`src/rtl/booth_sched_pkg.sv`:
```
// booth_sched_pkg
//   Shared types and helpers for the Booth multiplier scheduler.
//   - state_t   : scheduler FSM states.
//   - cnt_width : width of the iteration counter for a given number of
//                 multiplier cycles (must be able to hold MULT_CYCLES).
package booth_sched_pkg;

  typedef enum logic [2:0] {
    S_IDLE,
    S_LOAD,
    S_RUN,
    S_CAPT,
    S_DONE
  } state_t;

  localparam int DEFAULT_MULT_CYCLES = 4;

  function automatic int cnt_width(input int mult_cycles);
    return $clog2(mult_cycles + 1);
  endfunction

  localparam int DEFAULT_CNT_W = cnt_width(DEFAULT_MULT_CYCLES);

endpackage

```
`src/rtl/rr_arbiter.sv`:
```
// rr_arbiter
//   Purely combinational round-robin arbiter. The search starts at
//   (last_grant + 1) mod NUM_REQ and picks the first active request.
//   The pointer itself lives in the caller.
// Ports:
//   req         in   per-requester request
//   last_grant  in   index of the most recent winner
//   enable      in   when low, no grant is issued
//   gnt         out  one-hot grant (all zero if nothing requested)
//   gnt_idx     out  encoded index of the granted requester
module rr_arbiter #(
  parameter int NUM_REQ = 4,
  parameter int ID_W    = $clog2(NUM_REQ)
) (
  input  logic [NUM_REQ-1:0] req,
  input  logic [ID_W-1:0]    last_grant,
  input  logic               enable,
  output logic [NUM_REQ-1:0] gnt,
  output logic [ID_W-1:0]    gnt_idx
);

  logic            found;
  int              pos;
  logic [ID_W-1:0] sel;

  always_comb begin
    gnt     = '0;
    gnt_idx = '0;
    found   = 1'b0;
    pos     = 0;
    sel     = '0;
    // k = NUM_REQ wraps back to last_grant itself, so a lone requester
    // can win twice in a row.
    for (int k = 1; k <= NUM_REQ; k++) begin
      pos = int'(last_grant) + k;
      if (pos >= NUM_REQ) begin
        pos = pos - NUM_REQ;
      end
      sel = ID_W'(pos);
      if (enable && !found && req[sel]) begin
        gnt[sel] = 1'b1;
        gnt_idx  = sel;
        found    = 1'b1;
      end
    end
  end

endmodule

```
`src/rtl/booth_mult_sched.sv`:
```
// booth_mult_sched
//   Shares one sequential Booth multiplier between NUM_REQ requesters.
//   IDLE grants one requester round-robin, LOAD pulses the multiplier,
//   RUN waits out the iterations, CAPT samples the product and DONE
//   presents it on the response channel until the consumer takes it.
// Ports:
//   clk        in   rising-edge clock
//   reset      in   asynchronous active-low reset
//   req_valid  in   per-requester request valid
//   req_m      in   packed multiplicands (slice i = requester i)
//   req_q      in   packed multipliers   (slice i = requester i)
//   req_ready  out  one-hot grant, only in IDLE
//   rsp_valid  out  response valid (DONE)
//   rsp_id     out  requester index owning the product
//   rsp_p      out  signed product
//   rsp_ready  in   consumer accepts the response
//   mul_load   out  multiplier load pulse
//   mul_m      out  multiplier M operand
//   mul_q      out  multiplier Q operand
//   mul_p      in   multiplier product
//   busy       out  FSM not in IDLE
module booth_mult_sched
  import booth_sched_pkg::*;
#(
  parameter int NUM_REQ     = 4,
  parameter int WIDTH       = 4,
  parameter int MULT_CYCLES = WIDTH,
  parameter int ID_W        = $clog2(NUM_REQ)
) (
  input  logic                     clk,
  input  logic                     reset,
  input  logic [NUM_REQ-1:0]       req_valid,
  input  logic [NUM_REQ*WIDTH-1:0] req_m,
  input  logic [NUM_REQ*WIDTH-1:0] req_q,
  output logic [NUM_REQ-1:0]       req_ready,
  output logic                     rsp_valid,
  output logic [ID_W-1:0]          rsp_id,
  output logic [2*WIDTH-1:0]       rsp_p,
  input  logic                     rsp_ready,
  output logic                     mul_load,
  output logic [WIDTH-1:0]         mul_m,
  output logic [WIDTH-1:0]         mul_q,
  input  logic [2*WIDTH-1:0]       mul_p,
  output logic                     busy
);

  localparam int CNT_W = cnt_width(MULT_CYCLES);

  state_t                state_reg, state_next;
  logic [CNT_W-1:0]      cnt_reg, cnt_next;
  logic [ID_W-1:0]       last_grant_reg, last_grant_next;
  logic [ID_W-1:0]       id_reg, id_next;
  logic [WIDTH-1:0]      m_reg, m_next;
  logic [WIDTH-1:0]      q_reg, q_next;
  logic [2*WIDTH-1:0]    p_reg, p_next;

  logic [WIDTH-1:0]      m_arr [NUM_REQ];
  logic [WIDTH-1:0]      q_arr [NUM_REQ];

  logic                  arb_enable;
  logic [NUM_REQ-1:0]    gnt;
  logic [ID_W-1:0]       gnt_idx;
  logic                  accept;

  generate
    for (genvar gi = 0; gi < NUM_REQ; gi++) begin : g_unpack
      assign m_arr[gi] = req_m[gi*WIDTH +: WIDTH];
      assign q_arr[gi] = req_q[gi*WIDTH +: WIDTH];
    end
  endgenerate

  // Reset is folded in so that no grant is shown while reset is held.
  assign arb_enable = (state_reg == S_IDLE) && reset;

  rr_arbiter #(
    .NUM_REQ (NUM_REQ),
    .ID_W    (ID_W)
  ) u_arb (
    .req        (req_valid),
    .last_grant (last_grant_reg),
    .enable     (arb_enable),
    .gnt        (gnt),
    .gnt_idx    (gnt_idx)
  );

  // The arbiter only grants an active request, so any grant is an accept.
  assign req_ready = gnt;
  assign accept    = |gnt;

  always_comb begin
    state_next      = state_reg;
    cnt_next        = cnt_reg;
    last_grant_next = last_grant_reg;
    id_next         = id_reg;
    m_next          = m_reg;
    q_next          = q_reg;
    p_next          = p_reg;
    case (state_reg)
      S_IDLE: begin
        if (accept) begin
          m_next          = m_arr[gnt_idx];
          q_next          = q_arr[gnt_idx];
          id_next         = gnt_idx;
          last_grant_next = gnt_idx;
          state_next      = S_LOAD;
        end
      end
      S_LOAD: begin
        cnt_next   = CNT_W'(MULT_CYCLES);
        state_next = S_RUN;
      end
      S_RUN: begin
        cnt_next = cnt_reg - CNT_W'(1);
        if (cnt_reg == CNT_W'(1)) begin
          state_next = S_CAPT;
        end
      end
      S_CAPT: begin
        // Multiplier finished its last iteration on the previous edge.
        p_next     = mul_p;
        state_next = S_DONE;
      end
      S_DONE: begin
        if (rsp_ready) begin
          state_next = S_IDLE;
        end
      end
      default: begin
        state_next = S_IDLE;
      end
    endcase
  end

  always_ff @(posedge clk or negedge reset) begin
    if (!reset) begin
      state_reg      <= S_IDLE;
      cnt_reg        <= '0;
      last_grant_reg <= ID_W'(NUM_REQ - 1);
      id_reg         <= '0;
      m_reg          <= '0;
      q_reg          <= '0;
      p_reg          <= '0;
    end else begin
      state_reg      <= state_next;
      cnt_reg        <= cnt_next;
      last_grant_reg <= last_grant_next;
      id_reg         <= id_next;
      m_reg          <= m_next;
      q_reg          <= q_next;
      p_reg          <= p_next;
    end
  end

  assign mul_load  = (state_reg == S_LOAD);
  assign busy      = (state_reg != S_IDLE);
  assign rsp_valid = (state_reg == S_DONE);
  assign rsp_id    = id_reg;
  assign rsp_p     = p_reg;
  assign mul_m     = m_reg;
  assign mul_q     = q_reg;

endmodule

```
`config.mk`:
```
export PLATFORM = sky130hd
export DESIGN_NAME = booth_mult_sched
export DESIGN_NICKNAME = d
export VERILOG_FILES = /design/src/rtl/booth_sched_pkg.sv /design/src/rtl/rr_arbiter.sv /design/src/rtl/booth_mult_sched.sv
export SDC_FILE = /design/constraint.sdc
export NUM_CORES = 1
export LEC_CHECK = 0
export CAP_MARGIN = 20
export CORE_UTILIZATION = 49
export CTS_CLUSTER_DIAMETER = 200
export DETAILED_ROUTE_END_ITERATION = 10
export GPL_TIMING_DRIVEN = 1
export PLACE_DENSITY = 0.86
export SKIP_LAST_GASP = 1
export SYNTH_ARGS = -nofsm -noshare
export SYNTH_HDL_FRONTEND = slang
export SYNTH_SLANG_ARGS = --single-unit
export TNS_END_PERCENT = 5
```
`constraint.sdc`:
```
create_clock -name clk -period 9.34 [get_ports clk]
set_input_delay 1.401 -clock clk [delete_from_list [all_inputs] [get_ports clk]]
set_output_delay 1.401 -clock clk [all_outputs]
set_load 0.1 [all_outputs]
```
**Word level (Yosys, flattened, before mapping)**

Index checks and enable logic that the tools add are counted.

- Register bits after elaboration: 26
- Word-level logic and storage cells: 104

- Add/sub/neg operators: 9
- $lt $le $gt $ge: 13
- Eq/ne operators: 8
- Multiplexer cells: 42
- Bitwise operators: 4
- Reduce and logical (&&, ||, !) cells: 21

Operator list:

| kind | number |
|---|---|
| 4-bit two-way mux | 8 |
| 4-bit binary-select mux with 2-bit select | 2 |
| 2-bit two-way mux | 8 |
| 3-bit one-hot mux with 5 select lines | 1 |
| 3-bit greater-or-equal comparator, second input constant | 4 |
| 1-bit logical AND | 12 |
| 2-bit by 3-bit < comparator with 1-bit output, second input constant | 4 |
| 4-bit bitwise OR | 3 |
| 1-bit two-way mux | 11 |
| 3-bit two-way mux | 3 |
| 1-bit binary-select mux with 2-bit select | 4 |
| 1-bit demux with 2-bit select | 4 |
| 2-bit by 1-bit greater-or-equal comparator with 1-bit output, second input constant | 4 |
| 2-bit by 1-bit subtractor with 2-bit output, second input constant | 4 |
| 2-bit by 2-bit adder with 3-bit output, second input constant | 2 |
| 3-bit by 1-bit equality test with 1-bit output, second input constant | 2 |
| 3-bit by 2-bit equality test with 1-bit output, second input constant | 2 |
| 3-bit one-hot mux with 2 select lines | 1 |
| 2-bit by 3-bit adder with 4-bit output, second input constant | 1 |
| 4-bit by 3-bit greater-or-equal comparator with 1-bit output, second input constant | 1 |
| 2-bit != test, second input constant | 2 |
| 4-bit OR reduction | 1 |
| 2-bit by 1-bit adder with 3-bit output, second input constant | 1 |
| 3-bit equality test, second input constant | 1 |
| other kinds (9) | 11 |

**Logic depth before layout (Yosys ltp)**

Gate-level depths: netlist of run 1.

- Depth after elaboration: 23
- Mapped depth: 12

**Cells and area by module**

Synthesis of run 1 repeated with hierarchy kept, for this count alone.

- Cell total of the unflattened synthesis: 148
- Area, all modules: 1,864.3 sq um

By module, submodules not included:

| module | times used | cells each | area each (sq um) | seq. area each (sq um) |
|---|---|---|---|---|
| booth_mult_sched | 1 | 94 | 1,377.6 | 653.1 |
| rr_arbiter | 1 | 54 | 486.7 | 0.0 |

**Worst setup path after synthesis of run 1**

Ideal clock, no wire load.

- Path type: input to output
- Start point: input port req_valid[2]
- End point: output port req_ready[3]
- Data arrival time: 3.351 ns
- Required time: 7.939 ns
- Slack: 4.588 ns
- Cell stages on the path: 6
- Cells stage by stage: buf_6 -> mux4_2 -> buf_6 -> nor2_1 -> a21oi_2 -> o221ai_2

- Cells in the longest elaborated chain, start to end: 16
- Elaborated cells on any way between the ends: 28

Ends and longest elaborated chain:

| element | RTL line | source |
|---|---|---|
| start, declared | booth_mult_sched.sv:32 | `input logic [NUM_REQ-1:0] req_valid,` |
| 1-bit binary-select mux with 2-bit select | rr_arbiter.sv:40 | `if (enable && !found && req[sel]) begin` |
| 1-bit two-way mux (implied by the code) | rr_arbiter.sv:40 |  |
| 1-bit logical AND | rr_arbiter.sv:40 |  |
| 1-bit two-way mux | rr_arbiter.sv:40 |  |
| 1-bit logical NOT | rr_arbiter.sv:40 |  |
| 1-bit logical AND (2 in series) | rr_arbiter.sv:40 |  |
| 1-bit two-way mux | rr_arbiter.sv:40 |  |
| 1-bit logical NOT | rr_arbiter.sv:40 |  |
| 1-bit logical AND (2 in series) | rr_arbiter.sv:40 |  |
| 1-bit two-way mux | rr_arbiter.sv:40 |  |
| 1-bit logical NOT | rr_arbiter.sv:40 |  |
| 1-bit logical AND (2 in series) | rr_arbiter.sv:40 |  |
| 4-bit two-way mux (*) | rr_arbiter.sv:40 |  |
| end, declared | booth_mult_sched.sv:35 | `output logic [NUM_REQ-1:0] req_ready,` |

Mark *: on every way between the ends. The rest lies on a longest branch, timed or not. The select of a mux whose other input is x is not followed.

**Worst setup path in the final report of run 1**

- Start point: input port reset
- End point: output port req_ready[0]

- Cells in the longest elaborated chain, start to end: 15
- Elaborated cells on any way between the ends: 21

Ends and longest elaborated chain:

| element | RTL line | source |
|---|---|---|
| start, declared | booth_mult_sched.sv:31 | `input logic reset,` |
| 1-bit logical AND (*) | booth_mult_sched.sv:73 | `assign arb_enable = (state_reg == S_IDLE) && reset;` |
| 1-bit logical AND | rr_arbiter.sv:40 |  |
| 1-bit two-way mux | rr_arbiter.sv:40 |  |
| 1-bit logical NOT | rr_arbiter.sv:40 |  |
| 1-bit logical AND (2 in series) | rr_arbiter.sv:40 |  |
| 1-bit two-way mux | rr_arbiter.sv:40 |  |
| 1-bit logical NOT | rr_arbiter.sv:40 |  |
| 1-bit logical AND (2 in series) | rr_arbiter.sv:40 |  |
| 1-bit two-way mux | rr_arbiter.sv:40 |  |
| 1-bit logical NOT | rr_arbiter.sv:40 |  |
| 1-bit logical AND (2 in series) | rr_arbiter.sv:40 |  |
| 4-bit two-way mux (*) | rr_arbiter.sv:40 |  |

Mark *: on every way between the ends. The rest lies on a longest branch, timed or not.

==> metrics.md, run 1 <==
| Metric | Value |
|---|---|
| First-pass GRT wire length | 7.63 mm |
| Leading cell types by total area after synthesis | dfrtp_1 30%, nand2_1 6.7%, mux2_2 6.7% |
| Main combinational cell family by area after synthesis | multiplexers |
| Fraction of the mapped netlist area in adder cells | 0.0622 |
| Hold Path Origin | mul_q[0] |
| Post-synthesis compound-gate area fraction | 0.181 |
| Layout overhead on the synthesized area | 36.9% |
| Floorplan die height | 66.1 µm |
| Share of the clock period used by the worst path after layout | 0.642 |
| Post-CTS sizing | 0 |
| Number of nets produced by synthesis | 259 |
| Total of max-cap violations | 0 |
| Final worst hold slack | 515 ps |
| Maximum root-to-sink buffer count | 2 |
| Initial DRC Count | 93 |
| Type of the tightest min-delay check | reg -> reg |
| Critical path required time | 7940 ps |
| Shortest period the worst path allows | 6000 ps |
| Number of placement rows | 22 |
| EDFF count, synth | 0 |
| Instance area at placement | 2690 µm² |
| Max stage delay on crit path | 1190 ps |
| Category of the worst setup path capture point | output pin |
| Worst Path Max Fanout | 28 |
| Most used standard cell by instance count after synthesis | nand2_1 |
| Unrepaired setup endpoints after global routing | no |
| Antenna cells | 0 |
| Max-slew headroom at the worst pin | 0.285 |
| Final estimated routing congestion in global placement | 0.823 |
| Final routed wire length divided by cell count | 15.3 µm |
| Setup total negative slack | 0 ps |
| Starting density of the core | 0.530 |
| Share of cell area taken by muxes after synthesis | 0.186 |
| Area fraction of the dominant cell type after synthesis | 0.298 |
| Routed Wire Length | 4.77 mm |
| Post-layout net count | 321 |
| Drt via density | 5.62 |
| Final setup vio count | 0 |
| Number of standard cells in the layout, taps in and fillers out | 311 |
| Vias in the first global route | 1,700 |
| Simple-gate portion of the synthesized area | 0.167 |
| Clk slew on worst S/H paths | 90 ps |
| Cell count after placement | 307 |
| Share of post-route cells with drive strength above 1 | 0.163 |
| Upper clock frequency limit | 0.167 GHz |
| Post-DP HPWL | 3.55 mm |
| Post-CTS Hold Fix Bufs | 0 |
| Count of input and output buffers | 71 |
| Arrival time worst endpoint | 4600 ps |
| H-tree Lvls | 1 |
| Cell Area, Synth | 2010 µm² |
| Yosys synthesis warning count | 0 |
| Remaining antenna violation count | 0 |
| Final hold viol count | 0 |
| Max Slew Vio Count | 0 |
| Library cell contributing the largest single delay on the critical path | clkdlybuf4s50_1 |
| Number of cells produced by synthesis | 202 |
| CTS tree | yes |
| Top_reg_cell synth | dfrtp_1 |
| List of most frequent post-synthesis cells | 36 x nand2_1, 24 x dfrtp_1, 15 x a21oi_1, 12 x mux2_2, 11 x inv_1 |
| Crit path cell chain | clkdlybuf4s50_1 -> buf_4 -> or4b_4 -> nor3_2 -> nand2_2 -> o221ai_2 -> clkdlybuf4s50_1 |
| Leading area contributor after synthesis | dfrtp_1 |
| Fraction of registers with async set/reset | 1.00 |
| Number of setup buffers added after CTS | 0 |
| Syn Area/Cell | 9.97 µm² |
| Result of the run | complete, no violations |
| Transition time at the pin with the least slew margin | 1060 ps |
| Sequential element share of the synthesized area | 0.324 |
| Initial antenna violation count | 0 |
| I/O pin count | 72 |
| Crit Path Category | in -> out |
| Maximum clock skew at final layout | 8.14 ps |
| TritonCTS Sinks | 26 |
| Flip-flop and latch count after synthesis | 26 |
| Maximum number of pins on one net before global-route repair | 29 |
| Remaining design rule violation count | 0 |
| Combined global-route utilization of all metal layers | 0.228 |
| Core box area | 3800 µm² |
| TritonRoute pass-1 iters | 4 |
| CTS buffer count | 3 |
| Worst reg2reg startpoint | last_grant_reg[0] |
| CP startpoint kind | input port |
| X dimension of the die | 66.1 µm |
| Latest clock arrival within the worst-skew pair | 270 ps |
| Worst path most repeated cell | clkdlybuf4s50_1 |
| Beginning of the critical path | reset |
| Die ar. | 4370 µm² |
| Final Cell Area | 2760 µm² |
| Remaining Overflow, GRT | 0 |
| Largest register FFs | 8 |
| Buffer type at the clock tree root | clkbuf_8 |
| Count of different cell masters after synthesis | 49 |
| Routed via count | 1,748 |
| Post-synthesis share of cell area spent on xor and xnor gates | 0.00435 |
## cell usage in the layout (no fill, tap or decap), drive strengths merged, types with 2 or more instances in the layout
cell / instances
mux2: 19
a22o: 2
o21a: 2
a32oi: 8
mux2i: 7
ha: 10
or2: 2
mux4: 3
o21ai: 7
dfstp: 2
clkbuf: 3
nor2: 6
nand2: 37
o221ai: 5
clkdlybuf4s50: 71
dfrtp: 24
inv: 12
nand3b: 2
a21oi: 17
nor3b: 4
## per-stage QoR
step,util,worst slack (ps)
2_1_floorplan,-,4590
3_3_place_gp,0.707,3390
3_5_place_dp,0.707,3320
4_1_cts,0.726,3320
5_1_grt,0.726,3210
6_report,0.726,3340
## per-layer routing
layer	vias up	global-route usage	wire length, µm
li1	844	-	-
met1	843	0.285	2110
met2	54	0.388	2280
met3	7	0.0534	311
met4	0	0.0665	63
met5	-	0	0
## final timing paths
path	endpoint	slack, ps	cells past startpoint
setup reg to reg	mul_q[3]	5460	7
min in group asynchronous	mul_m[1]	1500	2
hold / removal	mul_q[0]	510	1
max in group asynchronous	last_grant_reg[0]	7540	2
setup / recovery	req_ready[0]	3340	7
hold reg to reg	mul_q[0]	510	1
## worst max-delay path: cells and delay by family
kind                   cells  cell delay, ps
and+or+nand+nor            3             960
buffers and inverters      3            1970
AOI/OAI and AO/OA          1             270
## area by class of cell
cell class / count / area [µm²]
Multi-Input combinational cell: 149 / 1210
Fill cell: 302 / 1040
Timing Repair Buffer: 72 / 718
Sequential cell: 26 / 653
Tap cell: 48 / 60.1
Inverter: 12 / 45.0
Clock buffer: 3 / 41.3
Clock inverter: 1 / 30.0
## cells by family (layout without fill, tap and decap cells)
group | Yosys count | after routing
AOI/OAI and AO/OA | 48 | 48
muxes | 29 | 29
adders and majority gates | 10 | 10
xor gates and xnor gates | 1 | 1
buffers and inverters | 27 | 88
and+or+nand+nor | 61 | 61
DFF | 26 | 26
Power of run 1 is left out: the tool's default activity adds up to more than one toggle a clock period on the data nets, which glitch-free logic cannot reach.
==> run 2, diff against run 1 <==
- CORE_UTILIZATION: 49 -> 41
- PLACE_DENSITY: 0.86 -> 0.77
- clock period: 9.34 -> 5.4 ns (I/O delays scaled with it)
==> run 2 against run 1 <==
  * Clock-buffer cell count increased by 1
  * Final area is essentially flat
  * Sequential cell count stayed put
  * Sequential share of layout area is essentially flat
==> metrics.md, run 2 (same netlist as run 1, synthesis figures left out) <==
| Metric | Value |
|---|---|
| Result of the run | complete, no violations (unchanged) |
| Clk slew on worst S/H paths | 90 ps (about the same) |
| Layout overhead on the synthesized area | 36.8% (was 36.9%) |
| Max-slew headroom at the worst pin | 0.287 (was 0.285) |
| Post-DP HPWL | 3.39 mm (was 3.55 mm) |
| TritonRoute pass-1 iters | 4 (unchanged) |
| Arrival time worst endpoint | 3250 ps (was 4600 ps) |
| CTS tree | yes (unchanged) |
| Routed via count | 1,718 (was 1,748) |
| Floorplan die height | 72.1 µm (was 66.1 µm) |
| Initial antenna violation count | 0 (unchanged) |
| Category of the worst setup path capture point | output pin (unchanged) |
| Maximum root-to-sink buffer count | 2 (unchanged) |
| Buffer type at the clock tree root | clkbuf_8 (unchanged) |
| Maximum number of pins on one net before global-route repair | 29 (unchanged) |
| Setup slack of the worst register-to-register path | 1490 ps (was 5460 ps) |
| Multi-input gate area | 1210 µm² (unchanged) |
| Upper clock frequency limit | 0.246 GHz |
| Shortest period the worst path allows | 4060 ps |
| X dimension of the die | 72.1 µm (was 66.1 µm) |
| Count of input and output buffers | 71 (unchanged) |
| R2r worst-path depth | 7 (unchanged) |
| Most frequent standard cell in the layout excluding fill and tap cells | clkdlybuf4s50_1 (unchanged) |
| Crit Path Category | reg -> out (was in -> out) |
| Number of placement rows | 25 (was 22) |
| Routed Wire Length | 4.57 mm (was 4.77 mm) |
| Critical path required time | 4590 ps (was 7940 ps) |
| Final estimated routing congestion in global placement | 0.814 (was 0.823) |
| Transition time at the pin with the least slew margin | 1060 ps (about the same) |
| CP startpoint kind | flip-flop (was input port) |
| FF+latch area | 653 µm² (unchanged) |
| CTS buffer count | 3 (unchanged) |
| Die ar. | 5190 µm² (was 4370 µm²) |
| Worst reg2reg startpoint | last_grant_reg[0] (unchanged) |
| Remaining Overflow, GRT | 0 (unchanged) |
| Maximum clock skew at final layout | 3.63 ps (was 8.14 ps) |
| Final Cell Area | 2750 µm² (was 2760 µm²) |
| H-tree Lvls | 1 (unchanged) |
| Post-CTS sizing | 0 (unchanged) |
| Antenna cells | 0 (unchanged) |
| TritonCTS Sinks | 26 (unchanged) |
| Worst Path Max Fanout | 17 (was 28) |
| Drt via density | 5.21 (was 5.62) |
| Largest register FFs | 8 (unchanged) |
| Final setup vio count | 0 (unchanged) |
| Core box area | 4720 µm² (was 3800 µm²) |
| Total of fill cells in the finished design | 408 (was 302) |
| Beginning of the critical path | last_grant_reg[0] (was reset) |
| Combined global-route utilization of all metal layers | 0.186 (was 0.228) |
| R2r endpoint | mul_m[3] (was mul_q[3]) |
| Starting density of the core | 0.426 (was 0.530) |
| Share of post-route cells with drive strength above 1 | 0.179 (was 0.163) |
| Initial DRC Count | 52 (was 93) |
| Instance area at placement | 2700 µm² (was 2690 µm²) |
| Type of the tightest min-delay check | reg -> reg (unchanged) |
| Max Slew Vio Count | 0 (unchanged) |
| First-pass GRT wire length | 7.80 mm (was 7.63 mm) |
| Worst hold path cell count | 1 (unchanged) |
| Final routed wire length divided by cell count | 13.9 µm (was 15.3 µm) |
| Post-layout net count | 321 (unchanged) |
| Vias in the first global route | 1,700 (unchanged) |
| I/O pin count | 72 (unchanged) |
| Final hold viol count | 0 (unchanged) |
| Unrepaired setup endpoints after global routing | no (unchanged) |
| Post-CTS Hold Fix Bufs | 0 (unchanged) |
| Total of max-cap violations | 0 (unchanged) |
| Remaining antenna violation count | 0 (unchanged) |
| Number of setup buffers added after CTS | 0 (unchanged) |
| Remaining design rule violation count | 0 (unchanged) |
| Latest clock arrival within the worst-skew pair | 260 ps (was 270 ps) |
| Setup total negative slack | 0 ps (unchanged) |
| Most frequent cells in the layout | 67 x clkdlybuf4s50_1, 36 x nand2_1, 24 x dfrtp_1 (was 71 x clkdlybuf4s50_1, 36 x nand2_1, 24 x dfrtp_1) |
| Share of the clock period used by the worst path after layout | 0.752 |
| Capture point of the critical path | req_ready[1] (was req_ready[0]) |
-- run 2: cell count changes in the layout (fill, tap and decap cells not counted) --
cell,change
buf_4,+4
clkdlybuf4s50_1,-4
bufinv_16,-1
clkbuf_8,+1
-- run 2: stage by stage --
stage                     hold WS (ps)  std cells  setup WS [ps]  utilization
after detailed placement           491        326           1410        0.571
after global routing               533        330           1090        0.583
after global placement             486        326           1450        0.571
after floorplan                    488        202           1360            -
final                              516        330           1340        0.583
after CTS                          520        330           1310        0.583
-- run 2: layout make-up --
type	instances	share of cell area
Sequential cell	26	0.237
Tap cell	67	0.0304
Inverter	12	0.0164
Clock buffer	4	0.0200
Multi-Input combinational cell	149	0.439
Timing Repair Buffer	72	0.257
-- run 2: worst min-delay path by stage --
stage / from / endpoint / slack (ps)
global placement: mul_q[0] / mul_q[0] / 490
detailed placement: rsp_p[5] / rsp_p[5] / 490
CTS: rsp_p[7] / rsp_p[7] / 520
global route: rsp_p[6] / rsp_p[6] / 530
finish: rsp_p[7] / rsp_p[7] / 520
floorplan: cnt_reg[1] / cnt_reg[1] / 490
-- run 2: per-layer routing --
metal	GRT usage	vias up	share of wire
li1	-	845	-
met1	0.243	811	0.44
met2	0.296	60	0.48
met3	0.0583	2	0.072
met4	0.0545	0	0.0042
met5	0	-	0
-- run 2: critical path, cell delays in order (launching register included) --
cell      delay (ps)
dfstp_2          770
inv_2            140
ha_1             420
mux4_2           700
nor3_2           220
nand2_2          120
o221ai_2         260
buf_4            340
Power of run 2 is left out for the same reason.
